## config.mk

```make
export PLATFORM = sky130hd
export DESIGN_NAME = lsnn_neuron_scheduler
export DESIGN_NICKNAME = d
export VERILOG_FILES = /design/src/rtl/lsnn_pkg.sv /design/src/rtl/lsnn_lif_update.sv /design/src/rtl/lsnn_neuron_scheduler.sv
export SDC_FILE = /design/constraint.sdc
export NUM_CORES = 1
export LEC_CHECK = 0
export ABC_AREA = 1
export CAP_MARGIN = 10
export CORE_UTILIZATION = 55
export CTS_BUF_LIST = sky130_fd_sc_hd__clkbuf_8
export DETAILED_ROUTE_END_ITERATION = 12
export DONT_BUFFER_PORTS = 1
export PLACE_DENSITY = 0.68
export SYNTH_ARGS = -nofsm -noshare
export SYNTH_HDL_FRONTEND = slang
export SYNTH_SLANG_ARGS = --single-unit
```

## constraint.sdc

```tcl
create_clock -name clk -period 7.4 [get_ports clk]
set_clock_uncertainty 0.2 [all_clocks]
set_input_delay 1.48 -clock clk [delete_from_list [all_inputs] [get_ports clk]]
set_output_delay 1.48 -clock clk [all_outputs]
set_load 0.05 [all_outputs]
```

## src/rtl/lsnn_pkg.sv

```systemverilog
// Shared types and helpers for the time-multiplexed LSNN neuron scheduler.
package lsnn_pkg;

    localparam int W_DEFAULT = 8;
    // Widest operand the saturating adder handles; datapaths up to 16 bits.
    localparam int SAT_W = 16;

    typedef enum logic [1:0] {
        IDLE,
        REQ,
        UPDATE,
        DONE
    } state_t;

    // Unsigned add, clamped to max_val instead of wrapping.
    function automatic logic [SAT_W-1:0] sat_add(
        input logic [SAT_W-1:0] a,
        input logic [SAT_W-1:0] b,
        input logic [SAT_W-1:0] max_val
    );
        logic [SAT_W:0] s;
        s = {1'b0, a} + {1'b0, b};
        if (s > {1'b0, max_val}) begin
            return max_val;
        end
        return s[SAT_W-1:0];
    endfunction

endpackage

```

## src/rtl/lsnn_lif_update.sv

```systemverilog
// Combinational leaky integrate-and-fire update with adaptive threshold.
module lsnn_lif_update
    import lsnn_pkg::*;
#(
    parameter int             W               = W_DEFAULT,
    parameter int             LEAK_SHIFT      = 2,
    parameter logic [W-1:0]   THR_BASE        = 8'h40,
    parameter logic [W-1:0]   THR_INC         = 8'h10,
    parameter int             THR_DECAY_SHIFT = 3,
    parameter int             REFRAC          = 2,
    parameter int             RW              = 2
) (
    input  logic [W-1:0]  mem,
    input  logic [W-1:0]  thr,
    input  logic [RW-1:0] refrac,
    input  logic [W-1:0]  cur,
    output logic [W-1:0]  mem_nxt,
    output logic [W-1:0]  thr_nxt,
    output logic [RW-1:0] refrac_nxt,
    output logic          spike
);

    localparam logic [W-1:0] MAX_VAL = '1;

    logic [W-1:0] leaked;
    logic [W-1:0] sum;
    logic [W-1:0] decay_amt;
    logic [W-1:0] thr_decayed;
    logic [W-1:0] thr_bumped;

    // Leak, integrate, fire/refractory decision and threshold adaptation.
    always_comb begin
        // NOTE: every output of a combinational block gets a default first so no path can infer a latch.
        mem_nxt    = mem;
        thr_nxt    = thr;
        refrac_nxt = refrac;
        spike      = 1'b0;

        leaked = mem - (mem >> LEAK_SHIFT);
        sum    = W'(sat_add(SAT_W'(leaked), SAT_W'(cur), SAT_W'(MAX_VAL)));

        // Decay moves at least one step so thr always reaches THR_BASE eventually.
        decay_amt = (thr - THR_BASE) >> THR_DECAY_SHIFT;
        if (decay_amt == '0) begin
            decay_amt = W'(1);
        end
        thr_decayed = (thr > THR_BASE) ? (thr - decay_amt) : thr;
        thr_bumped  = W'(sat_add(SAT_W'(thr), SAT_W'(THR_INC), SAT_W'(MAX_VAL)));

        if (refrac != '0) begin
            mem_nxt    = '0;
            refrac_nxt = refrac - RW'(1);
            thr_nxt    = thr_decayed;
        end else if (sum >= thr) begin
            spike      = 1'b1;
            mem_nxt    = '0;
            thr_nxt    = thr_bumped;
            refrac_nxt = RW'(REFRAC);
        end else begin
            mem_nxt = sum;
            thr_nxt = thr_decayed;
        end
    end

endmodule

```

## src/rtl/lsnn_neuron_scheduler.sv

```systemverilog
// Time-multiplexes one LIF datapath across N_NEURONS virtual neurons.
module lsnn_neuron_scheduler
    import lsnn_pkg::*;
#(
    parameter int           N_NEURONS       = 4,
    parameter int           W               = W_DEFAULT,
    parameter int           LEAK_SHIFT      = 2,
    parameter logic [W-1:0] THR_BASE        = 8'h40,
    parameter logic [W-1:0] THR_INC         = 8'h10,
    parameter int           THR_DECAY_SHIFT = 3,
    parameter int           REFRAC          = 2
) (
    input  logic                         clk,
    input  logic                         rst_n,
    input  logic                         step_start,
    output logic                         cur_req,
    output logic [$clog2(N_NEURONS)-1:0] cur_idx,
    input  logic                         cur_valid,
    input  logic [W-1:0]                 cur_in,
    output logic                         spike_valid,
    output logic [$clog2(N_NEURONS)-1:0] spike_idx,
    output logic                         spike,
    output logic [W-1:0]                 thr_out,
    output logic                         busy,
    output logic                         done
);

    localparam int IW = $clog2(N_NEURONS);
    localparam int RW = (REFRAC < 1) ? 1 : $clog2(REFRAC + 1);
    localparam logic [IW-1:0] LAST_IDX = IW'(N_NEURONS - 1);

    state_t        state_q, state_d;
    logic [IW-1:0] idx_q;
    logic [W-1:0]  cur_lat_q;
    logic [W-1:0]  mem_q    [N_NEURONS];
    logic [W-1:0]  thr_q    [N_NEURONS];
    logic [RW-1:0] refrac_q [N_NEURONS];

    logic [W-1:0]  mem_nxt;
    logic [W-1:0]  thr_nxt;
    logic [RW-1:0] refrac_nxt;
    logic          spike_nxt;

    lsnn_lif_update #(
        .W               (W),
        .LEAK_SHIFT      (LEAK_SHIFT),
        .THR_BASE        (THR_BASE),
        .THR_INC         (THR_INC),
        .THR_DECAY_SHIFT (THR_DECAY_SHIFT),
        .REFRAC          (REFRAC),
        .RW              (RW)
    ) u_lif (
        .mem        (mem_q[idx_q]),
        .thr        (thr_q[idx_q]),
        .refrac     (refrac_q[idx_q]),
        .cur        (cur_lat_q),
        .mem_nxt    (mem_nxt),
        .thr_nxt    (thr_nxt),
        .refrac_nxt (refrac_nxt),
        .spike      (spike_nxt)
    );

    // State register.
    always_ff @(posedge clk or negedge rst_n) begin
        // NOTE: sequential state uses non-blocking assignments so every register samples pre-edge values.
        if (!rst_n) begin
            state_q <= IDLE;
        end else begin
            state_q <= state_d;
        end
    end

    // Next-state logic and handshake/report outputs.
    always_comb begin
        state_d     = state_q;
        cur_req     = 1'b0;
        spike_valid = 1'b0;
        spike       = 1'b0;
        thr_out     = '0;
        busy        = (state_q != IDLE);
        done        = 1'b0;
        unique case (state_q)
            IDLE: begin
                if (step_start) state_d = REQ;
            end
            REQ: begin
                cur_req = 1'b1;
                if (cur_valid) state_d = UPDATE;
            end
            UPDATE: begin
                spike_valid = 1'b1;
                spike       = spike_nxt;
                thr_out     = thr_nxt;
                state_d     = (idx_q == LAST_IDX) ? DONE : REQ;
            end
            DONE: begin
                done    = 1'b1;
                state_d = IDLE;
            end
            default: state_d = IDLE;
        endcase
    end

    assign cur_idx   = idx_q;
    assign spike_idx = idx_q;

    // Neuron index walk and current capture on the request handshake.
    always_ff @(posedge clk or negedge rst_n) begin
        if (!rst_n) begin
            idx_q     <= '0;
            cur_lat_q <= '0;
        end else begin
            if (state_q == IDLE && step_start) begin
                idx_q <= '0;
            end else if (state_q == UPDATE && idx_q != LAST_IDX) begin
                idx_q <= idx_q + IW'(1);
            end
            if (state_q == REQ && cur_valid) begin
                cur_lat_q <= cur_in;
            end
        end
    end

    // Per-neuron state file, written back once per neuron update.
    always_ff @(posedge clk or negedge rst_n) begin
        // NOTE: this state file is reset because neurons must start from rest after an aborted step; it is small enough to live in flops.
        if (!rst_n) begin
            for (int i = 0; i < N_NEURONS; i++) begin
                mem_q[i]    <= '0;
                thr_q[i]    <= THR_BASE;
                refrac_q[i] <= '0;
            end
        end else if (state_q == UPDATE) begin
            mem_q[idx_q]    <= mem_nxt;
            thr_q[idx_q]    <= thr_nxt;
            refrac_q[idx_q] <= refrac_nxt;
        end
    end

endmodule

```

==> results of run 1 <==
## kinds of logic after synthesis
kind of cell	share of synthesized area, %
adders and majority gates	9.779
and+or+nand+nor	31.07
xor gates and xnor gates	2.239
DFF	38.47
buffers and inverters	6.237
AOI/OAI and AO/OA	10.76
muxes	1.439
## through the flow
step / setup slack (ps) / utilization, % / cells / TNS [ps]
after floorplan: 168.4 / - / 705 / 0
after global placement: 489.3 / 57.96 / 832 / 0
after detailed placement: 306.0 / 57.96 / 832 / 0
after CTS: 16.87 / 60.24 / 848 / 0
after global routing: -30.40 / 61.33 / 858 / -82.14
final: 312.3 / 61.33 / 858 / 0
## final cells by class
class	count	area (µm²)	area share (%)
timing repair buffer	28	217.7	3.649
multi-input combinational	545	3050	51.12
inverter	52	210.2	3.523
sequential	84	2112	35.40
clock buffer	10	137.6	2.307
tap	133	166.4	2.789
clock inverter	6	72.57	1.216
## registers in the layout, indices dropped and copies added, names as in the netlist
| name | count |
|---|---|
| thr_q | 32 |
| cur_idx | 2 |
| mem_q | 32 |
| refrac_q | 8 |
| cur_lat_q | 8 |
| state_q | 2 |
## path summary, 6_finish.rpt
| check | slack [ps] | to |
|---|---|---|
| min in group asynchronous | 590 | cur_lat_q[7] |
| max in group asynchronous | 6190 | thr_q[14] |
| setup reg to reg | 2110 | thr_q[6] |
| hold reg to reg | 270 | thr_q[30] |
| hold / removal | 270 | thr_q[30] |
| setup / recovery | 310 | thr_out[6] |
## metal layers
layer	wire length, µm	vias up
met4	329	0
li1	-	2348
met5	0	-
met3	999	26
met1	6702	2316
met2	6591	170
## repair_timing
| action | CTS | global route |
|---|---|---|
| pin swaps | 0 | 2 |
| endpoints found under the setup margin | 8 | 8 |
| buffers inserted | 0 | 10 |
| resized for setup | 3 | 12 |
| endpoints found under the hold margin | 0 | 0 |
## worst reg2reg max path, delay by kind of cell (launching register included)
kind / cells / cell delay [ps]
adders and majority gates: 3 / 1010
xor gates and xnor gates: 1 / 140
buffers and inverters: 5 / 690
AOI/OAI and AO/OA: 8 / 1300
and+or+nand+nor: 12 / 1310
DFF: 1 / 570
## synth_stat cells, types with 5 or more instances
cell and count:
nand2_1 260, dfrtp_1 80, nand3_1 63, o21ai_0 51, inv_1 40, ha_1 38
nor2_1 29, a21oi_1 24, clkbuf_1 12, nand2_2 9, inv_2 8, xor2_1 8
mux2_2 7, nand4_1 6, xnor2_1 6, buf_4 5, nand4_4 5, o211ai_2 5
==> metrics.md, run 1 <==
| Metric | Value |
|---|---|
| Status | `finished, final reports clean` |
| Synthesized area | `5477 µm²` |
| Number of port buffers | `0` |
| FMAX | `141.1 MHz` |
| Starting Density | `56.29%` |
| Crit-path slowest cell | `dfrtp_4` |
| Hold slack | `273.8 ps` |
| Die ar. | `10,360 µm²` |
| Met1 GRT Util | `42.18%` |
| GR peak layer | `met2` |
| Filler cell count | `918` |
| Number of cell rows | `36` |
| Worst Max-Slew Pin Slew | `980.8 ps` |
| CP Launch Point | `cur_idx[0]` |
| Share of layout cells above drive strength 1 | `13.79%` |
| Reg-to-reg startpoint | `cur_idx[0]` |
| Drt first pass iters | `5` |
| Placed Area | `5639 µm²` |
| Total GRT Usage | `30.07%` |
| Dpl hpwl | `10,160 µm` |
| Die width | `101.8 µm` |
| Hold crit path type | `register to register` |
| Clk slew on worst S/H paths | `90 ps` |
| Slew Viols, Final | `0` |
| Routed Antenna Nets | `0` |
| Root Driver | `clkbuf_8` |
| Kind of critical path | `register to output port` |
| Yosys cell types | `40` |
| Clock Sinks | `84` |
| Num CTS Buffers | `9` |
| Drt drc | `0` |
| Crit path capture type | `output port` |
| Skew-Pair Late Insertion Delay | `370 ps` |
| Cell family with the largest share of critical-path delay | `compound AO/OA/AOI/OAI gates` |
| Vias after detailed routing | `4,860` |
| Async SR Flop Fraction | `100.0%` |
| Largest net degree at the start of global routing | `85` |
| Met3 usage | `4.417%` |
| RD Place Congestion | `0.9224` |
| Final setup viols | `0` |
| Vias in the first global route | `4,530` |
| GR Util met2 | `47.25%` |
| Initial antenna violation count | `0` |
| Cell mode on critical path | `nand2_1` |
| Routed vias/inst | `5.664` |
| Global-route wire length before repair | `23,110 µm` |
| Buf/Inv on CP | `5` |
| Arrival time at the worst endpoint | `5410 ps` |
| Post-synth EDFFs | `0` |
| Design area | `5967 µm²` |
| CP max FO | `18` |
| Post-synthesis sequential area ratio | `38.47%` |
| Mean Syn Cell Area | `7.768 µm²` |
| Final period util | `95.78%` |
| R2R cell count | `29` |
| Max_cap viols | `0` |
| Slew HR | `34.37%` |
| Synth area leader | `dfrtp_1` |
| Layout Nets | `773` |
| Total Wirelength | `14,620 µm` |
| YS warnings | `0` |
| Hold Startpoint | `thr_q[30]` |
| Critical Path Start Type | `register` |
| Number of I/O pins | `29` |
| Layout Area Growth over Synthesis | `8.956%` |
| Chip height | `101.8 µm` |
| Post-synthesis register bit count | `84` |
| Most common cell after layout, fill and taps aside | `nand2_1` |
| Main synth FF type | `dfrtp_1` |
| N_diodes | `0` |
| Commonest non-fill, non-tap cells in the layout | `nand2_1 (260), dfrtp_1 (78), nand3_1 (61), o21ai_0 (49), inv_1 (39)` |
| Initial DRC Count | `367` |
| Hold buffers post-CTS | `0` |
| Post-synthesis instance total | `705` |
| Hold Path Depth | `2` |
| Top cell type's share of synthesized area | `36.55%` |
| CP required | `5720 ps` |
| Crit path time final | `7088 ps` |
| Leading post-synthesis cells by cell area | `dfrtp_1 (37%), nand2_1 (18%), ha_1 (8.7%)` |
| Hold Vio Cnt, Final | `0` |
| H-tree depth | `3` |
| Clk buf depth | `2` |
| DR WL/cell | `17.04 µm` |
| Net Count, Synth | `758` |
| Core ar. | `9729 µm²` |
| GRT Residual Overflow | `0` |
| Stages on worst setup path | `29` |
| Crit-path max cell delay | `570 ps` |
| TritonCTS clock tree | `yes` |
Power of run 1 is left out: the tool's default activity adds up to more than one toggle a clock period on the data nets, which glitch-free logic cannot reach.
==> run 2: changes to the inputs <==
--- a/config.mk
+++ b/config.mk
@@ -11,6 +11,7 @@
 export CTS_BUF_LIST = sky130_fd_sc_hd__clkbuf_8
 export DETAILED_ROUTE_END_ITERATION = 12
 export DONT_BUFFER_PORTS = 1
+export MAX_ROUTING_LAYER = met4
 export PLACE_DENSITY = 0.68
 export SYNTH_ARGS = -nofsm -noshare
 export SYNTH_HDL_FRONTEND = slang
==> run 2 against run 1 <==
Via count shrank 1.1%. Sequential share of layout area is 0.16 points higher. Non-clock buffer count fell by 4. Clock-buffer cell count is the same. Die area did not move. Maximum frequency rose by 0.95%. Global-route usage grew 0.21 points. Flip-flop and latch count is the same. Register-to-register slack gained 120 ps. Hold slack better by 1.8 ps. First-iteration DRC count grew 5.4%. Core utilization decreased by 0.28 points. Critical path type unchanged. Critical endpoint unchanged.
==> metrics.md, run 2 (same netlist as run 1, synthesis figures left out) <==
| Metric | Value |
|---|---|
| Cell mode on critical path | `nand2_1` |
| Initial DRC Count | `387` |
| TNS Setup | `0 ps` |
| Routed Antenna Nets | `0` |
| Max_cap viols | `0` |
| Status | `finished, final reports clean` |
| Arrival time at the worst endpoint | `5340 ps` |
| Filler cell count | `888` |
| CP required | `5720 ps` |
| Die width | `101.8 µm` |
| Core ar. | `9729 µm²` |
| Crit-path max cell delay | `440 ps` |
| Slew HR | `33.23%` |
| Hold Vio Cnt, Final | `0` |
| Largest net degree at the start of global routing | `85` |
| Kind of critical path | `register to output port` |
| Die ar. | `10,360 µm²` |
| RSZ-0062 raised after global routing | `no` |
| Skew-Pair Late Insertion Delay | `360 ps` |
| Worst Max-Slew Pin Slew | `997.9 ps` |
| Clock Sinks | `84` |
| Layout Nets | `769` |
| Crit path time final | `7021 ps` |
| Initial antenna violation count | `0` |
| Hold slack | `275.6 ps` |
| Root Driver | `clkbuf_8` |
| Most common cell after layout, fill and taps aside | `nand2_1` |
| Vias after detailed routing | `4,805` |
| Critical Path Start Type | `register` |
| Layout Area Growth over Synthesis | `8.453%` |
| Slew Viols, Final | `0` |
| Clk buf depth | `2` |
| Drt drc | `0` |
| Buf/Inv on CP | `6` |
| RD Place Congestion | `0.9150` |
| Number of cell rows | `36` |
| Dpl hpwl | `10,120 µm` |
| Number of I/O pins | `29` |
| Total GRT Usage | `30.28%` |
| GRT Residual Overflow | `0` |
| Clk slew on worst S/H paths | `80 ps` |
| Placed Area | `5639 µm²` |
| Crit path capture type | `output port` |
| Global-route wire length before repair | `22,550 µm` |
| Final period util | `94.88%` |
| Hold crit path type | `register to register` |
| H-tree depth | `3` |
| Drt first pass iters | `5` |
| Chip height | `101.8 µm` |
| CP max FO | `16` |
| Vias in the first global route | `4,392` |
| Routed vias/inst | `5.626` |
| Top Registers | `mem_q (32), thr_q (32)` |
| Number of port buffers | `0` |
| Hold buffers post-CTS | `0` |
| TritonCTS clock tree | `yes` |
| Starting Density | `56.29%` |
| Total Wirelength | `14,090 µm` |
| N_diodes | `0` |
| FMAX | `142.4 MHz` |
| Share of layout cells above drive strength 1 | `13.73%` |
| Commonest non-fill, non-tap cells in the layout | `nand2_1 (260), dfrtp_1 (78), nand3_1 (61), o21ai_0 (50), inv_1 (40)` |
| Crit-path slowest cell | `dfrtp_2` |
| Num CTS Buffers | `9` |
| Cell family with the largest share of critical-path delay | `compound AO/OA/AOI/OAI gates` |
| Final setup viols | `0` |
| DR WL/cell | `16.50 µm` |
| Design area | `5939 µm²` |
| R2r setup slk | `2230 ps` |
[run 2: worst register-to-register path: stages, from the launching register on]
cell and delay, ps:
dfrtp_2 440, clkinv_2 200, buf_6 240, a21oi_1 80
a32oi_2 240, inv_1 80, ha_1 360, a21oi_1 220
nand2_1 70, nand2_1 70, nand2_1 50, a21oi_1 160
xor2_1 200, ha_1 320, a31oi_1 190, nand2_1 110
inv_1 150, nand3_1 140, ha_1 320, nand2_1 80
nor2_1 140, nand4_1 110, nand3_2 140, nand2_4 110
clkinv_4 130, nand4_1 220, nand3_1 210, nand2_1 90
[run 2: final cells by class]
cell class | instances | area, µm² | share of cell area [%]
clock buffer | 10 | 137.6 | 2.317
tap | 133 | 166.4 | 2.802
multi-input combinational | 545 | 3074 | 51.76
sequential | 84 | 2112 | 35.56
timing repair buffer | 24 | 195.2 | 3.286
inverter | 52 | 206.4 | 3.476
clock inverter | 6 | 47.55 | 0.8005
[run 2: final timing paths]
path,to,from,depth (start not counted)
worst min-delay path,thr_q[14],thr_q[14],2
worst min register to register,thr_q[14],thr_q[14],2
worst max register to register,thr_q[22],cur_idx[1],27
max in group asynchronous,thr_q[14],rst_n,0
min in group asynchronous,cur_lat_q[7],rst_n,0
worst max-delay path,thr_out[6],cur_idx[1],27
[run 2: stage by stage]
stage / instances / util (%) / setup slack (ps)
6_report: 854 / 61.05 / 378.8
2_1_floorplan: 705 / - / 168.4
3_3_place_gp: 832 / 57.96 / 482.7
3_5_place_dp: 832 / 57.96 / 367.9
5_1_grt: 854 / 61.05 / 28.46
4_1_cts: 848 / 59.92 / 45.70
[run 2: what timing repair did]
action / in CTS / in global routing
pin swaps: 0 / 1
gates resized for setup: 1 / 17
endpoints found under the setup margin: 5 / 8
buffers inserted: 0 / 6
gates cloned: 0 / 0
[run 2: metal layers]
metal,GRT usage [%],vias up,share of wire (%)
met5,-,-,0
met4,9.810,0,2.0
met3,4.003,28,6.7
met2,43.97,154,44
met1,43.66,2292,48
li1,-,2331,-
Power of run 2 is left out for the same reason.
